## src/rtl/bitstream_self_write_loader.sv

```systemverilog
// Self-write configuration loader: packs bytes from a synchronous bitstream memory into big-endian
// 32-bit words and strobes them into the fabric. Define LOADER_CHECKSUM_EN to add a running word checksum.
module bitstream_self_write_loader #(
    parameter int ADDR_WIDTH   = 14,
    parameter int SETUP_CYCLES = 2,
    parameter int HOLD_CYCLES  = 2
) (
    input  logic                  CLK,
    input  logic                  reset,
    input  logic                  start,
    input  logic [ADDR_WIDTH:0]   byte_count,
    input  logic                  abort,
    output logic [ADDR_WIDTH-1:0] mem_addr,
    output logic                  mem_rd,
    input  logic [7:0]            mem_data,
    output logic [31:0]           SelfWriteData,
    output logic                  SelfWriteStrobe,
    output logic                  busy,
    output logic                  done
`ifdef LOADER_CHECKSUM_EN
    ,
    output logic [31:0]           checksum
`endif
);

    localparam int PW = ADDR_WIDTH + 1;
    localparam int CW = $clog2(SETUP_CYCLES + HOLD_CYCLES + 6) + 1;
    localparam logic [CW-1:0] FETCH_LAST = CW'(4);
    localparam logic [CW-1:0] SETUP_LAST = CW'(SETUP_CYCLES - 1);
    localparam logic [CW-1:0] HOLD_LAST  = CW'(HOLD_CYCLES - 1);
    localparam logic [PW-1:0] MAX_COUNT  = {1'b1, {ADDR_WIDTH{1'b0}}};

    typedef enum logic [2:0] {
        S_IDLE,
        S_FETCH,
        S_SETUP,
        S_STROBE,
        S_HOLD,
        S_FINISH
    } state_t;

    state_t          state_q, state_d;
    logic [CW-1:0]   cnt_q;
    logic [PW-1:0]   ptr_q;
    logic [PW-1:0]   count_q;
    logic [31:0]     word_q;
    logic            rd_q;
    logic [PW-1:0]   count_clamped;
    logic [PW-1:0]   addr_full;
    logic [7:0]      byte_in;

    assign count_clamped = (byte_count > MAX_COUNT) ? MAX_COUNT : byte_count;
    assign addr_full     = ptr_q + PW'(cnt_q[2:0]);
    // Lanes past the end of the bitstream were never read, so they pad with zero.
    assign byte_in       = rd_q ? mem_data : 8'h00;

    always_ff @(posedge CLK) begin
        if (reset) begin
            state_q <= S_IDLE;
        end else begin
            state_q <= state_d;
        end
    end

    always_comb begin
        state_d         = state_q;
        busy            = 1'b0;
        done            = 1'b0;
        SelfWriteStrobe = 1'b0;
        mem_rd          = 1'b0;
        mem_addr        = '0;
        case (state_q)
            S_IDLE: begin
                if (start) begin
                    state_d = (count_clamped == '0) ? S_FINISH : S_FETCH;
                end
            end
            S_FETCH: begin
                if (cnt_q != FETCH_LAST) begin
                    mem_addr = addr_full[ADDR_WIDTH-1:0];
                    mem_rd   = (addr_full < count_q);
                end else begin
                    state_d = S_SETUP;
                end
            end
            S_SETUP: begin
                if (cnt_q == SETUP_LAST) begin
                    state_d = S_STROBE;
                end
            end
            S_STROBE: begin
                SelfWriteStrobe = 1'b1;
                state_d         = S_HOLD;
            end
            S_HOLD: begin
                if (cnt_q == HOLD_LAST) begin
                    state_d = (ptr_q >= count_q) ? S_FINISH : S_FETCH;
                end
            end
            S_FINISH: begin
                done    = 1'b1;
                state_d = S_IDLE;
            end
            default: state_d = S_IDLE;
        endcase
        if (state_q != S_IDLE) begin
            busy = 1'b1;
            if (abort) begin
                state_d = S_IDLE;
            end
        end
    end

    always_ff @(posedge CLK) begin
        if (reset) begin
            cnt_q         <= '0;
            ptr_q         <= '0;
            count_q       <= '0;
            word_q        <= '0;
            rd_q          <= 1'b0;
            SelfWriteData <= '0;
`ifdef LOADER_CHECKSUM_EN
            checksum      <= '0;
`endif
        end else begin
            rd_q  <= mem_rd;
            cnt_q <= (state_d == state_q && state_q != S_IDLE) ? cnt_q + 1'b1 : '0;
            if (state_q == S_IDLE && start) begin
                count_q  <= count_clamped;
                ptr_q    <= '0;
`ifdef LOADER_CHECKSUM_EN
                checksum <= '0;
`endif
            end
            // Each FETCH cycle 1..4 captures the byte requested one cycle earlier, MSB lane first.
            if (state_q == S_FETCH) begin
                case (cnt_q)
                    CW'(1):  word_q[31:24] <= byte_in;
                    CW'(2):  word_q[23:16] <= byte_in;
                    CW'(3):  word_q[15:8]  <= byte_in;
                    CW'(4):  word_q[7:0]   <= byte_in;
                    default: ;
                endcase
            end
            if (state_q == S_FETCH && state_d == S_SETUP) begin
                SelfWriteData <= {word_q[31:8], byte_in};
                ptr_q         <= ptr_q + PW'(4);
            end
`ifdef LOADER_CHECKSUM_EN
            if (state_q == S_STROBE) begin
                checksum <= checksum + SelfWriteData;
            end
`endif
        end
    end

endmodule
```

## config.mk

```make
export PLATFORM = sky130hd
export DESIGN_NAME = bitstream_self_write_loader
export DESIGN_NICKNAME = d
export VERILOG_FILES = /design/src/rtl/bitstream_self_write_loader.sv
export SDC_FILE = /design/constraint.sdc
export NUM_CORES = 1
export LEC_CHECK = 0
export ABC_AREA = 1
export BUFFER_PORTS_ARGS = -buffer_cell sky130_fd_sc_hd__buf_2
export CAP_MARGIN = 20
export CORE_ASPECT_RATIO = 1.25
export CORE_MARGIN = 2
export CORE_UTILIZATION = 25
export CTS_CLUSTER_DIAMETER = 200
export DETAILED_ROUTE_END_ITERATION = 6
export GPL_TIMING_DRIVEN = 1
export SLEW_MARGIN = 40
export SYNTH_ARGS = -nofsm -noshare
export SYNTH_HDL_FRONTEND = slang
export SYNTH_SLANG_ARGS = --single-unit
```

## constraint.sdc

```tcl
create_clock -name CLK -period 7.13 [get_ports CLK]
set_input_delay 1.0695 -clock CLK [delete_from_list [all_inputs] [get_ports CLK]]
set_output_delay 1.0695 -clock CLK [all_outputs]
set_load 0.02 [all_outputs]
```

==> flow_summary.json <==
{
  "slowest_delay_ns": 0.46,
  "slowest_stage": "dfxtp_1",
  "cts_tree": "built",
  "area_growth_syn_to_layout_pct": 17.9,
  "antenna_left": 0,
  "post_cts_buffers": 0,
  "avgSynthCellArea_um2": 7.35,
  "drt_wl_total_um": 12100,
  "numCtsBuffers": 9,
  "grtUsageTotal_pct": 12.2,
  "place_ws_ns": 3.17,
  "endpoint_kind": "output pin",
  "min_path_cells": 2,
  "clkSinkCount": 93,
  "synthArstFlopShare_pct": 0,
  "tightest_slew_ns": 0.742,
  "grt_pass1_wl_um": 19600,
  "status": "finished, final reports clean",
  "rsz0062_at_grt": "no",
  "postCtsHoldBufs": 0,
  "fmax_mhz": 231,
  "clock_latency_ns": 0.35,
  "drv_cap": 0,
  "die_w_um": 127,
  "fp.dieH_um": 158,
  "grt_max_degree": 65,
  "first_pass_iters": 4,
  "netlist_area_um2": 4720,
  "p_total_w": 0.00109,
  "critPathLaunchType": "flip-flop",
  "routed-via-count": 4211,
  "fin_crit_ns": 4.32,
  "power.density_nw_per_um2": 196,
  "synth.top_cell.area_share_pct": 39.4,
  "crit_arrival_ns": 3.25,
  "drive_gt1_share_pct": 15.4,
  "viasPerCell": 4.47,
  "finClkSkew_ns": 0.00935,
  "post-dp-hpwl_um": 8980,
  "finalCritPeriodShare_pct": 60.6,
  "synth_edf_count": 0,
  "hold_class": "reg -> reg",
  "detail_route.wl_per_cell_um": 12.9,
  "port_buffers": 76,
  "crit_chain": "ha_1, nand2_1, nand2_1, nand3_1, nor2_1, nand3_1, nor2_1, xor2_1, inv_1, ha_1, a21oi_1, o21ai_0, a21oi_1, nand4_1, inv_1, buf_2",
  "clock_path_buffers": 2,
  "syn_nets": 704,
  "cp_max_fo": 6,
  "synth.distinct_cells": 32,
  "drv_slew": 0,
  "yosysWarningCount": 0,
  "ys_seq_area_share_pct": 39.4,
  "synth.top_cells.by_area": "dfxtp_1 39%, nand2_1 13%, a21oi_1 9.7%, ha_1 9.0%, inv_1 5.2%",
  "ys.flop_type": "dfxtp_1",
  "ys_ff_latch": 93,
  "hold_violations": 0,
  "core-area_um2": 18600,
  "yosysTopAreaCell": "dfxtp_1",
  "seq_area_um2": 1860,
  "finalWorstSetupSlack_ns": 2.81,
  "cts_root_buffer": "clkbuf_16",
  "drc": 0,
  "fin_nets": 765,
  "yosys-top-cells-count": "158 x nand2_1, 93 x dfxtp_1, 92 x a21oi_1",
  "drt_iter0_drc": 170,
  "max-slew-margin-rel_pct": 50.5,
  "cp_data_required_time_ns": 6.06,
  "globalplace.congestion": 0.870,
  "clk_pin_slew_ns": 0.07,
  "grt_pass1_vias": 4006,
  "fin_util_pct": 29.9,
  "vdd_drop_max_mv": 0.0876,
  "setup_viol": 0,
  "post_cts_resized": 0,
  "nFillCells": 2058,
  "die-area_um2": 20000,
  "finalSetupTns_ns": 0,
  "rows": 56,
  "cts-htree-levels": 3,
  "overflow": 0,
  "io_pins": 77,
  "crit_type": "reg -> out",
  "synth.most_common_cell": "nand2_1",
  "syn_inst": 643,
  "p_leak_nw": 2.41,
  "reg2reg_depth": 15,
  "start_util_pct": 25.3,
  "antenna_found_initial": 1,
  "multiInputGateArea_um2": 2460
}
[report_power, final]
part,internal (W),switching (W)
clock,0.000249,0.000235
combinational,0.0000251,0.0000533
sequential,0.000525,0.00000550
total,0.000800,0.000294
[critical path, delay by kind of cell (launching register included)]
family | cells | cell delay [ns]
flip-flops | 1 | 0.46
XOR/XNOR | 1 | 0.20
adder cells (fa/ha/maj) | 2 | 0.50
AND/OR/NAND/NOR | 7 | 1.08
buffers and inverters | 3 | 0.33
AO/OA/AOI/OAI | 3 | 0.35
[cells in the final DEF (no fill, tap or decap), types with 2 or more instances in the layout]
| cell type | instances |
|---|---|
| xor2_1 | 20 |
| a211oi_1 | 8 |
| nand2_1 | 158 |
| dfxtp_1 | 93 |
| o21ai_1 | 3 |
| clkbuf_16 | 9 |
| nand3_2 | 3 |
| buf_2 | 76 |
| xnor2_1 | 3 |
| a21oi_1 | 92 |
| clkinv_8 | 2 |
| nand4_1 | 5 |
| nor3_1 | 10 |
| inv_1 | 65 |
| ha_1 | 34 |
| nand3_4 | 2 |
| o21ai_0 | 30 |
| nand3_1 | 20 |
| or2_1 | 2 |
| inv_8 | 2 |
| inv_2 | 3 |
| nor2_1 | 55 |
[through the flow]
stage	std cells	hold WS [ns]	cell area [um^2]
6_report	942	0.459	5570
5_1_grt	942	0.477	5570
2_1_floorplan	643	0.436	4720
3_5_place_dp	925	0.452	5260
4_1_cts	941	0.461	5570
3_3_place_gp	925	0.447	5260
[state kept, by name, summed over array words and instances (netlist names)]
signal,flops
count_q,15
state_q,3
cnt_q,5
word_q,24
ptr_q,13
rd_q,1
SelfWriteData,32
[path summary, 6_finish.rpt]
check / startpoint / end / slack, ns
max: cnt_q[2] / mem_rd / 2.81
min: SelfWriteData[8] / SelfWriteData[8] / 0.46
max reg2reg: cnt_q[2] / rd_q / 4.26
min reg2reg: SelfWriteData[8] / SelfWriteData[8] / 0.46
[cells by family after synthesis]
logic type	after synthesis	share of synthesized area, %
AOI/OAI and AO/OA	135	15.1
xor gates and xnor gates	23	4.27
adders and majority gates	34	9.01
buffers and inverters	96	8.50
DFF	93	39.4
other	1	0.0794
and+or+nand+nor	261	23.7
[per-layer routing]
metal / up-vias / routed length, um / GRT usage [%]
met2: 71 / 6170 / 21.9
met3: 17 / 413 / 2.43
li1: 2211 / - / -
met4: 0 / 296 / 5.08
met5: - / 0 / 0
met1: 1912 / 5250 / 14.0
[area by class of cell]
type                            instances  area share, %
Antenna cell                            1         0.0449
Clock buffer                            9           4.04
Clock inverter                          7           1.44
Inverter                               69           4.67
Multi-Input combinational cell        454           44.2
Sequential cell                        93           33.4
Tap cell                              232           5.21
Timing Repair Buffer                   77           6.96
Note: power is estimated with default switching activity, not from simulation.
